--- config.mk ---
export PLATFORM = sky130hd
export DESIGN_NAME = simmem_wrsp_delay_calc
export DESIGN_NICKNAME = d
export VERILOG_FILES = /design/src/rtl/simmem_pkg.sv /design/src/rtl/simmem_delay_fifo.sv /design/src/rtl/simmem_wrsp_delay_calc.sv
export SDC_FILE = /design/constraint.sdc
export NUM_CORES = 1
export LEC_CHECK = 0
export ABC_AREA = 1
export BUFFER_PORTS_ARGS = -buffer_cell sky130_fd_sc_hd__buf_2
export CELL_PAD_IN_SITES_DETAIL_PLACEMENT = 0
export CELL_PAD_IN_SITES_GLOBAL_PLACEMENT = 1
export CORE_ASPECT_RATIO = 0.8
export CORE_MARGIN = 8
export CORE_UTILIZATION = 45
export DETAILED_ROUTE_END_ITERATION = 6
export GPL_ROUTABILITY_DRIVEN = 0
export GPL_TIMING_DRIVEN = 1
export PLACE_DENSITY_LB_ADDON = 0.1
export SETUP_SLACK_MARGIN = 0.05
export SYNTH_ARGS = -nofsm -noshare
export SYNTH_HDL_FRONTEND = slang
export SYNTH_SLANG_ARGS = --single-unit
--- constraint.sdc ---
create_clock -name clk_i -period 3.4 [get_ports clk_i]
set_clock_uncertainty 0.1 [all_clocks]
set_input_delay 0.68 -clock clk_i [delete_from_list [all_inputs] [get_ports clk_i]]
set_output_delay 0.68 -clock clk_i [all_outputs]
set_load 0.02 [all_outputs]
--- src/rtl/simmem_pkg.sv ---
// Shared simmem types and constants: write-address format, response-bank sizing,
// DRAM row/cost model parameters and the delay-calculator queue entry.
package simmem_pkg;

    localparam int AxIdWidth    = 4;
    localparam int AxAddrWidth  = 20;
    localparam int AxLenWidth   = 3;
    localparam int AxSizeWidth  = 3;
    localparam int AxBurstWidth = 2;

    localparam int NumWSlots     = 6;
    localparam int WRspBankCapa  = 8;
    localparam int WRspBankAddrW = $clog2(WRspBankCapa);

    localparam int RowIdWidth     = 10;
    localparam int RowHitCost     = 4;
    localparam int PrechargeCost  = 2;
    localparam int ActivationCost = 1;
    localparam int DelayW         = 7;

    typedef logic [WRspBankAddrW-1:0] write_iid_t;
    typedef logic [RowIdWidth-1:0]    row_id_t;
    typedef logic [AxLenWidth-1:0]    burst_len_t;

    typedef struct packed {
        logic [AxIdWidth-1:0]    id;
        logic [AxAddrWidth-1:0]  addr;
        burst_len_t              burst_len;
        logic [AxSizeWidth-1:0]  burst_size;
        logic [AxBurstWidth-1:0] burst_type;
    } waddr_t;

    typedef struct packed {
        row_id_t    row_id;
        burst_len_t burst_len;
        write_iid_t iid;
    } wrsp_delay_entry_t;

    typedef enum logic {
        DC_IDLE,
        DC_SERVICE
    } delay_calc_state_e;

    // The burst_len field encodes the beat count as a power of two.
    function automatic int unsigned get_effective_burst_len(input burst_len_t len);
        return 32'd1 << len;
    endfunction

endpackage

--- src/rtl/simmem_delay_fifo.sv ---
// Circular FIFO of pending delay-calculator entries; depth need not be a power of two.
module simmem_delay_fifo
    import simmem_pkg::*;
#(
    parameter int Depth = NumWSlots
) (
    input  logic              clk_i,
    input  logic              rst_i,
    input  logic              push_i,
    input  wrsp_delay_entry_t data_i,
    input  logic              pop_i,
    output wrsp_delay_entry_t data_o,
    output logic              full_o,
    output logic              empty_o
);

    localparam int PtrW = (Depth > 1) ? $clog2(Depth) : 1;
    localparam int CntW = $clog2(Depth + 1);

    wrsp_delay_entry_t r_mem [Depth];
    logic [PtrW-1:0]   r_wr_ptr;
    logic [PtrW-1:0]   r_rd_ptr;
    logic [CntW-1:0]   r_count;
    logic              w_push;
    logic              w_pop;

    function automatic logic [PtrW-1:0] next_ptr(input logic [PtrW-1:0] ptr);
        return (ptr == PtrW'(Depth - 1)) ? '0 : ptr + PtrW'(1);
    endfunction

    assign full_o  = (r_count == CntW'(Depth));
    assign empty_o = (r_count == '0);
    assign w_push  = push_i && !full_o;
    assign w_pop   = pop_i && !empty_o;
    assign data_o  = r_mem[r_rd_ptr];

    always_ff @(posedge clk_i or posedge rst_i) begin
        if (rst_i) begin
            r_wr_ptr <= '0;
            r_rd_ptr <= '0;
            r_count  <= '0;
        end else begin
            if (w_push) r_wr_ptr <= next_ptr(r_wr_ptr);
            if (w_pop)  r_rd_ptr <= next_ptr(r_rd_ptr);
            case ({w_push, w_pop})
                2'b10:   r_count <= r_count + CntW'(1);
                2'b01:   r_count <= r_count - CntW'(1);
                default: r_count <= r_count;
            endcase
        end
    end

    always_ff @(posedge clk_i) begin
        if (w_push) r_mem[r_wr_ptr] <= data_i;
    end

endmodule

--- src/rtl/simmem_wrsp_delay_calc.sv ---
// Write-response delay calculator: single-bank open-row timing model releasing B responses.
// Optional row hit/miss counters under SIMMEM_DELAY_CALC_STATS_EN.
//   state      | meaning
//   DC_IDLE    | waiting for a queued burst; loads the head cost when one is present
//   DC_SERVICE | counting down the current burst; releases its iid when the count hits 1
module simmem_wrsp_delay_calc
    import simmem_pkg::*;
#(
    parameter int NumSlots = NumWSlots,
    parameter int BankCapa = WRspBankCapa
) (
    input  logic                     clk_i,
    input  logic                     rst_i,
    input  waddr_t                   waddr_i,
    input  logic [WRspBankAddrW-1:0] waddr_iid_i,
    input  logic                     waddr_valid_i,
    output logic                     waddr_ready_o,
    output logic [BankCapa-1:0]      release_en_o,
    output logic                     busy_o
`ifdef SIMMEM_DELAY_CALC_STATS_EN
    ,
    output logic [15:0]              row_hits_o,
    output logic [15:0]              row_misses_o
`endif
);

    delay_calc_state_e r_state, w_state_nxt;
    logic [DelayW-1:0] r_count, w_count_nxt;
    write_iid_t        r_iid, w_iid_nxt;
    row_id_t           r_open_row, w_open_row_nxt;
    logic              r_row_valid, w_row_valid_nxt;
    logic [BankCapa-1:0] r_release, w_release_nxt;

    wrsp_delay_entry_t w_push_entry;
    wrsp_delay_entry_t w_head;
    logic              w_push;
    logic              w_pop;
    logic              w_full;
    logic              w_empty;
    logic              w_row_hit;
    logic [DelayW:0]   w_row_cost;
    logic [DelayW:0]   w_total_cost;
    logic [DelayW-1:0] w_cost;
    logic              w_unused;

    assign w_push = waddr_valid_i && !w_full;

    always_comb begin
        w_push_entry           = '0;
        w_push_entry.row_id    = waddr_i.addr[AxAddrWidth-1 -: RowIdWidth];
        w_push_entry.burst_len = waddr_i.burst_len;
        w_push_entry.iid       = waddr_iid_i;
    end

    assign w_unused = ^{waddr_i.id, waddr_i.addr[AxAddrWidth-RowIdWidth-1:0],
                        waddr_i.burst_size, waddr_i.burst_type};

    simmem_delay_fifo #(
        .Depth (NumSlots)
    ) u_fifo (
        .clk_i   (clk_i),
        .rst_i   (rst_i),
        .push_i  (w_push),
        .data_i  (w_push_entry),
        .pop_i   (w_pop),
        .data_o  (w_head),
        .full_o  (w_full),
        .empty_o (w_empty)
    );

    // Cost is evaluated one bit wider than the counter so saturation catches the overflow.
    assign w_row_hit = r_row_valid && (w_head.row_id == r_open_row);

    always_comb begin
        if (w_row_hit)
            w_row_cost = (DelayW+1)'(RowHitCost);
        else if (r_row_valid)
            w_row_cost = (DelayW+1)'(PrechargeCost + ActivationCost + RowHitCost);
        else
            w_row_cost = (DelayW+1)'(ActivationCost + RowHitCost);
        w_total_cost = w_row_cost
                     + (DelayW+1)'(get_effective_burst_len(w_head.burst_len) - 32'd1);
        w_cost = w_total_cost[DelayW] ? '1 : w_total_cost[DelayW-1:0];
    end

    always_comb begin
        w_state_nxt     = r_state;
        w_count_nxt     = r_count;
        w_iid_nxt       = r_iid;
        w_open_row_nxt  = r_open_row;
        w_row_valid_nxt = r_row_valid;
        w_release_nxt   = '0;
        w_pop           = 1'b0;
        case (r_state)
            DC_IDLE: begin
                if (!w_empty) begin
                    w_pop           = 1'b1;
                    w_count_nxt     = w_cost;
                    w_iid_nxt       = w_head.iid;
                    w_open_row_nxt  = w_head.row_id;
                    w_row_valid_nxt = 1'b1;
                    w_state_nxt     = DC_SERVICE;
                end
            end
            DC_SERVICE: begin
                w_count_nxt = r_count - DelayW'(1);
                if (r_count == DelayW'(1)) begin
                    for (int i = 0; i < BankCapa; i++)
                        w_release_nxt[i] = (int'(r_iid) == i);
                    w_state_nxt = DC_IDLE;
                end
            end
            default: w_state_nxt = DC_IDLE;
        endcase
    end

    always_ff @(posedge clk_i or posedge rst_i) begin
        if (rst_i) begin
            r_state     <= DC_IDLE;
            r_count     <= '0;
            r_iid       <= '0;
            r_open_row  <= '0;
            r_row_valid <= 1'b0;
            r_release   <= '0;
        end else begin
            r_state     <= w_state_nxt;
            r_count     <= w_count_nxt;
            r_iid       <= w_iid_nxt;
            r_open_row  <= w_open_row_nxt;
            r_row_valid <= w_row_valid_nxt;
            r_release   <= w_release_nxt;
        end
    end

    assign waddr_ready_o = !w_full;
    assign release_en_o  = r_release;
    assign busy_o        = (r_state == DC_SERVICE) || !w_empty;

`ifdef SIMMEM_DELAY_CALC_STATS_EN
    logic [15:0] r_row_hits;
    logic [15:0] r_row_misses;

    always_ff @(posedge clk_i or posedge rst_i) begin
        if (rst_i) begin
            r_row_hits   <= '0;
            r_row_misses <= '0;
        end else if (r_state == DC_IDLE && !w_empty) begin
            if (w_row_hit) begin
                if (r_row_hits != 16'hFFFF) r_row_hits <= r_row_hits + 16'd1;
            end else begin
                if (r_row_misses != 16'hFFFF) r_row_misses <= r_row_misses + 16'd1;
            end
        end
    end

    assign row_hits_o   = r_row_hits;
    assign row_misses_o = r_row_misses;
`endif

    iid_in_range_a: assert property (@(posedge clk_i) disable iff (rst_i)
        (waddr_valid_i && waddr_ready_o) |-> (int'(waddr_iid_i) < BankCapa));

    release_onehot_a: assert property (@(posedge clk_i) disable iff (rst_i)
        $onehot0(release_en_o));

endmodule

==> out/qor.txt, run 1 <==
STATUS
--------------------------------------------------------------------------------------------------
Run status .......................................................................... finished clean

SETUP PATH
--------------------------------------------------------------------------------------------------
Slowest cell on the critical path ................................................... sky130_fd_sc_hd__dfrtp_2
Cell seen most often among critical-path stages ..................................... sky130_fd_sc_hd__nand2_1
Worst Path Required .................................................................      3.61 ns
Crit-path leading delay family ...................................................... simple AND/OR/NAND/NOR gates
Arrival @ worst endpoint ............................................................      3.29 ns
Critical path capture point type ....................................................         flop
Worst R2R Path Depth ................................................................           20
Startpoint class of the critical path ...............................................         flop
Worst path max stage delay ..........................................................      0.47 ns
Worst-path fanout max ...............................................................           11
Worst Setup Path Type ...............................................................   reg -> reg
Critical path cell sequence ......................................................... buf_12 -> nor2_4 -> buf_6 -> buf_4 -> nand2_1 -> nand3_1 -> nand2_1 -> inv_2 -> nand3_1 -> ha_1 -> inv_1 -> ha_1 -> inv_1 -> fa_1 -> inv_1 -> nand3_1 -> nand2_1 -> nand2_1 -> nand2_1 -> nand2_1
Number of buffers and inverters on the critical path ................................            7
Instance count on the critical path .................................................           20

CELLS AND AREA
--------------------------------------------------------------------------------------------------
Area used by multi-input combinational logic ........................................     1790 µm²
Final Core Density ..................................................................        0.556
Antenna diodes ......................................................................            0
Total number of nets in the final design ............................................          703
Leading cell types in the layout, fill and taps excluded ............................ sky130_fd_sc_hd__nand2_1 (165), sky130_fd_sc_hd__edfxtp_1 (96), sky130_fd_sc_hd__inv_1 (66)
Non-filler cells, final .............................................................          844
Synthesis-to-finish area growth .....................................................        19.8%
Count of fill cells added during filler insertion ...................................         1090
Fraction of layout instances using a drive strength above 1 .........................        0.158
Most frequent standard cell in the layout excluding fill and tap cells .............. sky130_fd_sc_hd__nand2_1
Flip-flop and latch area ............................................................     3860 µm²

CLOCK TREE
--------------------------------------------------------------------------------------------------
TritonCTS clock tree ................................................................        built
Max H-tree Level ....................................................................            4
Number of clock buffers inserted by TritonCTS .......................................           17
Number of sinks driven by the clock tree ............................................          135
Clk_lat worst skew ..................................................................      0.42 ns
Bufs on Longest Clock Path ..........................................................            2
Buffer cell driving the clock tree root ............................................. sky130_fd_sc_hd__clkbuf_16
Clock transition time at the flip-flop clock pins of the worst setup and hold paths .      0.06 ns

GLOBAL ROUTING
--------------------------------------------------------------------------------------------------
Pin count of the biggest net entering global routing ................................           57
Global-route wire length before repair ..............................................     21300 µm
GR Util All Layers ..................................................................        0.160
Residual overflow from global routing ...............................................            0
Via count of the first global-routing pass ..........................................         4084
Antenna violations before repair ....................................................            0

FLOORPLAN
--------------------------------------------------------------------------------------------------
Width of the die ....................................................................       145 µm
Boundary pin count ..................................................................           48
Die boundary height .................................................................       119 µm
Standard-cell row count .............................................................           37
Die area ............................................................................    17300 µm²
Starting density of the core ........................................................        0.464
Core region area ....................................................................    12900 µm²

TIMING
--------------------------------------------------------------------------------------------------
Max Transition Viols Final ..........................................................            0
Setup TNS ...........................................................................         0 ns
Worst slew pin tran .................................................................     0.547 ns
Count of final setup violators ......................................................            0
Highest attainable clock frequency ..................................................      325 MHz
RSZ-0062 raised after global routing ................................................           no
Min Tclk post-route .................................................................      3.08 ns
Worst slack on hold paths ...........................................................     0.294 ns
Slew Limit Headroom .................................................................        0.636
Final worst-path cycle share ........................................................        0.906
Total count of hold-check failures in the final report ..............................            0

SYNTH
--------------------------------------------------------------------------------------------------
Synthesis-stage register bit count ..................................................          135
Yosys warning count .................................................................            0
Top_reg_cell synth .................................................................. sky130_fd_sc_hd__edfxtp_1
Combinational family with the most area after synthesis ............................. simple AND/OR/NAND/NOR gates
Area share of xor/xnor cells in the synthesized design ..............................      0.00439
Synthesized area per cell ...........................................................     10.0 µm²
Post-synth design cell area .........................................................     5990 µm²
Fraction of the mapped netlist area in adder cells ..................................       0.0213
Number of distinct standard cells referenced by the synthesized netlist .............           33
Proportion of register bits with asynchronous set or reset after synthesis ..........        0.289
Compound-Gate Fraction of Synth Area ................................................       0.0643
Number of enable-type register cells in the synthesized netlist .....................           96
Syn_nets ............................................................................          646
Sequential area share after synthesis ...............................................        0.644
Portion of netlist area occupied by mux cells .......................................            0
Synth Instances .....................................................................          599
Simple-gate share of the synthesized area ...........................................        0.201

PWR
--------------------------------------------------------------------------------------------------
P per Cell Area .....................................................................   911 nW/µm²
Worst supply voltage drop on vdd ....................................................     0.519 mV
Fraction of power consumed by the clock network .....................................        0.285
Static Leak .........................................................................      3.09 nW
Total internal power ................................................................    0.00412 W
Power dissipated by switching net loads .............................................    0.00241 W
Sw Share ............................................................................        0.369
Combinational Power Share ...........................................................        0.355
Seq pwr share .......................................................................        0.359

ROUTE
--------------------------------------------------------------------------------------------------
Detailed Route Iter0 Violations .....................................................          280
DRC viols ...........................................................................            0
Overall routed net length ...........................................................     13600 µm
First-pass detailed-route iteration total ...........................................            5
Average detailed-routed wire length per instance ....................................      16.1 µm
Avg Vias per Cell ...................................................................         5.09
Detail Route Antenna Nets ...........................................................            0
Via total after detailed routing ....................................................         4299

PLACE
--------------------------------------------------------------------------------------------------
Number of placed instances with taps included .......................................          804
DP Wirelength .......................................................................      8180 µm
Port Buf Inserts ....................................................................           28

RUN
--------------------------------------------------------------------------------------------------
Max-cap viol count ..................................................................            0

HOLD PATH
--------------------------------------------------------------------------------------------------
Worst min-delay path class ..........................................................  in -> async

cell families after synthesis:
kind of cell | after synthesis
flip-flops | 135
AO/OA/AOI/OAI | 69
buffers and inverters | 93
XOR/XNOR | 3
AND/OR/NAND/NOR | 290
adder cells (fa/ha/maj) | 9
per-layer routing:
metal / wire (µm) / up-vias / GRT usage
met1: 6700 / 2076 / 0.214
met2: 6140 / 89 / 0.248
li1: - / 2120 / -
met5: 0 / - / 0
met4: 123 / 0 / 0.0570
met3: 606 / 14 / 0.0412
through the flow:
step | setup WS [ns] | power, W | cell area, µm²
floorplan | 0.393 | 0.00387 | 5990
global placement | 0.176 | 0.00447 | 6430
detailed placement | 0.160 | 0.00452 | 6430
CTS | 0.150 | 0.00639 | 7040
global route | 0.0603 | 0.00701 | 7180
finish | 0.318 | 0.00654 | 7180
synth_stat cells (3+ instances only):
master / count / area, µm²
sky130_fd_sc_hd__nand2_1: 165 / 619
sky130_fd_sc_hd__edfxtp_1: 96 / 2880
sky130_fd_sc_hd__inv_1: 67 / 251
sky130_fd_sc_hd__nand3_1: 55 / 275
sky130_fd_sc_hd__nor2_1: 47 / 176
sky130_fd_sc_hd__dfrtp_1: 39 / 976
sky130_fd_sc_hd__o21ai_0: 33 / 165
sky130_fd_sc_hd__a21oi_1: 11 / 55.1
sky130_fd_sc_hd__nor3_1: 10 / 50.1
sky130_fd_sc_hd__buf_2: 8 / 40.0
sky130_fd_sc_hd__ha_1: 7 / 87.6
sky130_fd_sc_hd__o211ai_1: 7 / 52.6
sky130_fd_sc_hd__o21ai_1: 7 / 35.0
sky130_fd_sc_hd__inv_2: 6 / 22.5
sky130_fd_sc_hd__nor4_1: 5 / 31.3
sky130_fd_sc_hd__buf_4: 4 / 30.0
sky130_fd_sc_hd__clkbuf_1: 4 / 15.0
sky130_fd_sc_hd__a211oi_1: 3 / 22.5
sky130_fd_sc_hd__a22oi_1: 3 / 22.5
sky130_fd_sc_hd__nand4_1: 3 / 18.8
sequential cells by signal (all words and copies together) (netlist names), 3 cells and up:
signal,cells
u_fifo.r_mem,96
u_fifo.r_rd_ptr,3
u_fifo.r_count,3
r_open_row,10
r_iid,3
release_en_o,8
r_count,7
u_fifo.r_wr_ptr,3
final cells by class:
type / count / area share
Multi-Input combinational cell: 371 / 0.249
Inverter: 74 / 0.0394
Tap cell: 175 / 0.0305
Sequential cell: 135 / 0.538
Timing Repair Buffer: 57 / 0.0589
Clock buffer: 18 / 0.0598
Clock inverter: 14 / 0.0242
power by group through the flow:
stage | registers (W) | logic, W | clock network [W]
2_1_floorplan | 0.00232 | 0.00156 | 0
3_3_place_gp | 0.00235 | 0.00212 | 0
3_5_place_dp | 0.00237 | 0.00215 | 0
4_1_cts | 0.00234 | 0.00216 | 0.00189
5_1_grt | 0.00239 | 0.00266 | 0.00196
6_report | 0.00235 | 0.00232 | 0.00186
worst reg2reg max path: cells and delay by family, from the launching register on:
family | cells | cell delay, ns
flip-flops | 1 | 0.47
adder cells (fa/ha/maj) | 3 | 0.81
buffers and inverters | 7 | 0.79
AND/OR/NAND/NOR | 10 | 0.82
path summary, 6_finish.rpt:
| kind | slack (ns) | end | start |
|---|---|---|---|
| min reg2reg | 0.37 | u_fifo.r_count[0] | u_fifo.r_count[0] |
| min in group clk_i | 0.37 | u_fifo.r_count[0] | u_fifo.r_count[0] |
| max reg2reg | 0.32 | r_count[3] | u_fifo.r_rd_ptr[0] |
| max in group asynchronous | 2.51 | u_fifo.r_rd_ptr[0] | rst_i |
| min | 0.29 | r_state | rst_i |
| max | 0.32 | r_count[3] | u_fifo.r_rd_ptr[0] |
timing repair:
item,CTS,global route
endpoints found under the setup margin,0,3
hold endpoints to repair,0,0
hold buffers,0,0
resized for setup,0,13
buffers inserted,0,5
Power figures use the tool's default switching activity.
==> run 2: changes to the inputs <==
--- a/config.mk
+++ b/config.mk
@@ -12,6 +12,7 @@
 export CORE_ASPECT_RATIO = 0.8
 export CORE_MARGIN = 8
 export CORE_UTILIZATION = 45
+export CTS_BUF_LIST = sky130_fd_sc_hd__clkbuf_8
 export DETAILED_ROUTE_END_ITERATION = 6
 export GPL_ROUTABILITY_DRIVEN = 0
 export GPL_TIMING_DRIVEN = 1
==> run 2 against run 1 <==
Worst hold slack got worse by 0.025 ns. First-iteration DRC count increased by 14%. Sequential power about the same. Core utilization decreased by 0.96 points. Critical path depth increased by 1. Die area unchanged. Design area decreased by 1.7%. Clock power decreased by 26%. Global-route usage decreased by 0.16 points. Wire length increased by 1.7%. Cell count increased by 0.59%. Worst setup slack got worse by 0.045 ns. Largest power group is now combinational logic. Highest routed layer unchanged.
==> out/qor.txt, run 2 (synthesis results as in run 1) <==
TIMING
--------------------------------------------------------------------------------------------------
Worst slew pin tran .................................................................     0.540 ns   was 0.547 ns
Total count of hold-check failures in the final report ..............................            0   unchanged
Count of final setup violators ......................................................            0   unchanged
Min Tclk post-route .................................................................      3.13 ns   was 3.08 ns
Max Transition Viols Final ..........................................................            0   unchanged
Worst slack on hold paths ...........................................................     0.269 ns   was 0.294 ns
Slew Limit Headroom .................................................................        0.640   was 0.636
Final worst-path cycle share ........................................................        0.920   was 0.906
RSZ-0062 raised after global routing ................................................           no   unchanged
Setup TNS ...........................................................................         0 ns   unchanged
Highest attainable clock frequency ..................................................      320 MHz   was 325 MHz

SETUP PATH
--------------------------------------------------------------------------------------------------
Crit-path leading delay family ...................................................... simple AND/OR/NAND/NOR gates   unchanged
Startpoint class of the critical path ...............................................         flop   unchanged
Worst path max stage delay ..........................................................      0.51 ns   was 0.47 ns
Worst-path fanout max ...............................................................           14   was 11
Critical path cell sequence ......................................................... buf_4 -> clkbuf_16 -> nand2_1 -> nand3_1 -> nand2_1 -> nand2_1 -> nand2_1 -> nand2_1 -> nand2_1 -> nand2_1 -> nor2_2 -> nand3_2 -> nand2_1 -> ha_1 -> inv_1 -> ha_1 -> inv_1 -> fa_2 -> nand3_1 -> nand3_1 -> nand2_1   was buf_12 -> nor2_4 -> buf_6 -> buf_4 -> nand2_1 -> nand3_1 -> nand2_1 -> inv_2 -> nand3_1 -> ha_1 -> inv_1 -> ha_1 -> inv_1 -> fa_1 -> inv_1 -> nand3_1 -> nand2_1 -> nand2_1 -> nand2_1 -> nand2_1
R2r startpoint ...................................................................... u_fifo.r_rd_ptr[0]   unchanged
Number of buffers and inverters on the critical path ................................            4   was 7
Worst Setup Path Type ...............................................................   reg -> reg   unchanged
Slowest cell on the critical path ................................................... sky130_fd_sc_hd__fa_2   was sky130_fd_sc_hd__dfrtp_2
Arrival @ worst endpoint ............................................................      3.36 ns   was 3.29 ns
Worst Path Required .................................................................      3.63 ns   was 3.61 ns
Critical path capture point type ....................................................         flop   unchanged
Launch point of the worst path ...................................................... u_fifo.r_rd_ptr[0]   unchanged
Cell seen most often among critical-path stages ..................................... sky130_fd_sc_hd__nand2_1   unchanged

FLOORPLAN
--------------------------------------------------------------------------------------------------
Width of the die ....................................................................       145 µm   unchanged
Core region area ....................................................................    12900 µm²   unchanged
Standard-cell row count .............................................................           37   unchanged
Starting density of the core ........................................................        0.464   unchanged
Die boundary height .................................................................       119 µm   unchanged
Boundary pin count ..................................................................           48   unchanged
Die area ............................................................................    17300 µm²   unchanged

ROUTE
--------------------------------------------------------------------------------------------------
Via total after detailed routing ....................................................         4292   was 4299
Overall routed net length ...........................................................     13800 µm   was 13600 µm
DRC viols ...........................................................................            0   unchanged
Average detailed-routed wire length per instance ....................................      16.3 µm   was 16.1 µm
Detailed Route Iter0 Violations .....................................................          320   was 280
First-pass detailed-route iteration total ...........................................            5   unchanged
Detail Route Antenna Nets ...........................................................            0   unchanged
Avg Vias per Cell ...................................................................         5.06   was 5.09

PWR
--------------------------------------------------------------------------------------------------
Sw Share ............................................................................        0.391   was 0.369
Total internal power ................................................................    0.00373 W   was 0.00412 W
Worst supply voltage drop on vdd ....................................................     0.411 mV   was 0.519 mV
Seq pwr share .......................................................................        0.383   was 0.359
P per Cell Area .....................................................................   869 nW/µm²   was 911 nW/µm²
Overall power consumption ...........................................................    0.00613 W   was 0.00654 W
Power dissipated by switching net loads .............................................    0.00240 W   was 0.00241 W
Fraction of power consumed by the clock network .....................................        0.223   was 0.285
Static Leak .........................................................................      3.04 nW   was 3.09 nW
Combinational Power Share ...........................................................        0.394   was 0.355

PLACE
--------------------------------------------------------------------------------------------------
Number of placed instances with taps included .......................................          804   unchanged
Port Buf Inserts ....................................................................           28   unchanged
Placed instance area ................................................................     6430 µm²   unchanged
DP Wirelength .......................................................................      8180 µm   unchanged

CLOCK TREE
--------------------------------------------------------------------------------------------------
Max H-tree Level ....................................................................            4   unchanged
TritonCTS clock tree ................................................................        built   unchanged
Number of clock buffers inserted by TritonCTS .......................................           17   unchanged
Bufs on Longest Clock Path ..........................................................            2   unchanged
Clk_lat worst skew ..................................................................      0.43 ns   was 0.42 ns
Number of sinks driven by the clock tree ............................................          135   unchanged
Buffer cell driving the clock tree root ............................................. sky130_fd_sc_hd__clkbuf_8   was sky130_fd_sc_hd__clkbuf_16
Clock transition time at the flip-flop clock pins of the worst setup and hold paths .      0.08 ns   was 0.06 ns

GLOBAL ROUTING
--------------------------------------------------------------------------------------------------
Antenna violations before repair ....................................................            0   unchanged
Via count of the first global-routing pass ..........................................         4065   was 4084
Pin count of the biggest net entering global routing ................................           57   unchanged
Global-route wire length before repair ..............................................     21200 µm   was 21300 µm
Residual overflow from global routing ...............................................            0   unchanged
GR Util All Layers ..................................................................        0.158   was 0.160

CELLS AND AREA
--------------------------------------------------------------------------------------------------
Total number of nets in the final design ............................................          708   was 703
Count of fill cells added during filler insertion ...................................         1121   was 1090
Synthesis-to-finish area growth .....................................................        17.7%   was 19.8%
Antenna diodes ......................................................................            0   unchanged
Flip-flop count of the largest register after layout ................................           96   unchanged
Top reg by flops .................................................................... u_fifo.r_mem   unchanged
Finished layout cell area ...........................................................     7050 µm²   was 7180 µm²
Leading cell types in the layout, fill and taps excluded ............................ sky130_fd_sc_hd__nand2_1 (164), sky130_fd_sc_hd__edfxtp_1 (96), sky130_fd_sc_hd__inv_1 (67)   was sky130_fd_sc_hd__nand2_1 (165), sky130_fd_sc_hd__edfxtp_1 (96), sky130_fd_sc_hd__inv_1 (66)
Fraction of layout instances using a drive strength above 1 .........................        0.171   was 0.158
Non-filler cells, final .............................................................          849   was 844
Most frequent standard cell in the layout excluding fill and tap cells .............. sky130_fd_sc_hd__nand2_1   unchanged

RUN
--------------------------------------------------------------------------------------------------
Max-cap viol count ..................................................................            0   unchanged

STATUS
--------------------------------------------------------------------------------------------------
Run status .......................................................................... finished clean   unchanged

HOLD PATH
--------------------------------------------------------------------------------------------------
Worst min-delay path class ..........................................................  in -> async   unchanged

==> run 2: cell types whose count changed in the layout (fill, tap and decap cells not counted), sizes merged <==
| cell | previous run | this run |
|---|---|---|
| buf | 55 | 58 |
| inv | 76 | 77 |
| clkinv | 3 | 4 |
==> run 2: through the flow <==
step / setup slack (ns) / util
floorplan: 0.393 / -
global placement: 0.176 / 0.498
CTS: 0.150 / 0.530
finish: 0.274 / 0.546
detailed placement: 0.160 / 0.498
global route: 0.0867 / 0.546
==> run 2: worst paths after layout <==
check                                endpoint  slack (ns)  cells after the start
max                                r_count[2]        0.27                     21
min                                   r_state        0.27                      3
max reg2reg                        r_count[2]        0.27                     21
min reg2reg                 u_fifo.r_count[0]        0.37                      1
max in group asynchronous  u_fifo.r_rd_ptr[0]        2.53                      3
min in group clk_i          u_fifo.r_count[0]        0.37                      1
==> run 2: cell type report <==
type,count,area (µm²),area share
clock inverters,15,178,0.0252
inverters,74,290,0.0412
well taps,175,219,0.0311
flip-flops and latches,135,3860,0.547
repair buffers,61,462,0.0655
multi-input cells,371,1800,0.255
clock buffers,17,234,0.0332
repair inverters,1,8.76,0.00124
==> run 2: per-layer routing <==
layer  up-vias  wire length, µm  track usage
met4         0              155       0.0525
met1      2061             6830        0.212
li1       2128                -            -
met3        11              680       0.0462
met5         -                0            0
met2        92             6140        0.243
==> run 2: power by group through the flow <==
stage          Clock (W)  Combinational, W  Sequential, W
2_1_floorplan          0           0.00156        0.00232
3_3_place_gp           0           0.00212        0.00235
3_5_place_dp           0           0.00215        0.00237
4_1_cts          0.00140           0.00216        0.00233
5_1_grt          0.00146           0.00275        0.00239
6_report         0.00137           0.00241        0.00235
==> run 2: worst reg2reg max path, delay by kind of cell, from the launching register on <==
kind / cells / cell delay (ns)
AND/OR/NAND/NOR: 14 / 1.09
adder cells (fa/ha/maj): 3 / 0.89
flip-flops: 1 / 0.50
buffers and inverters: 4 / 0.46
==> run 2: timing repair <==
| item | CTS | global route |
|---|---|---|
| endpoints found under the setup margin | 0 | 3 |
| gates resized for setup | 0 | 21 |
| endpoints found under the hold margin | 0 | 0 |
| hold buffers | 0 | 0 |
| setup buffers | 0 | 8 |
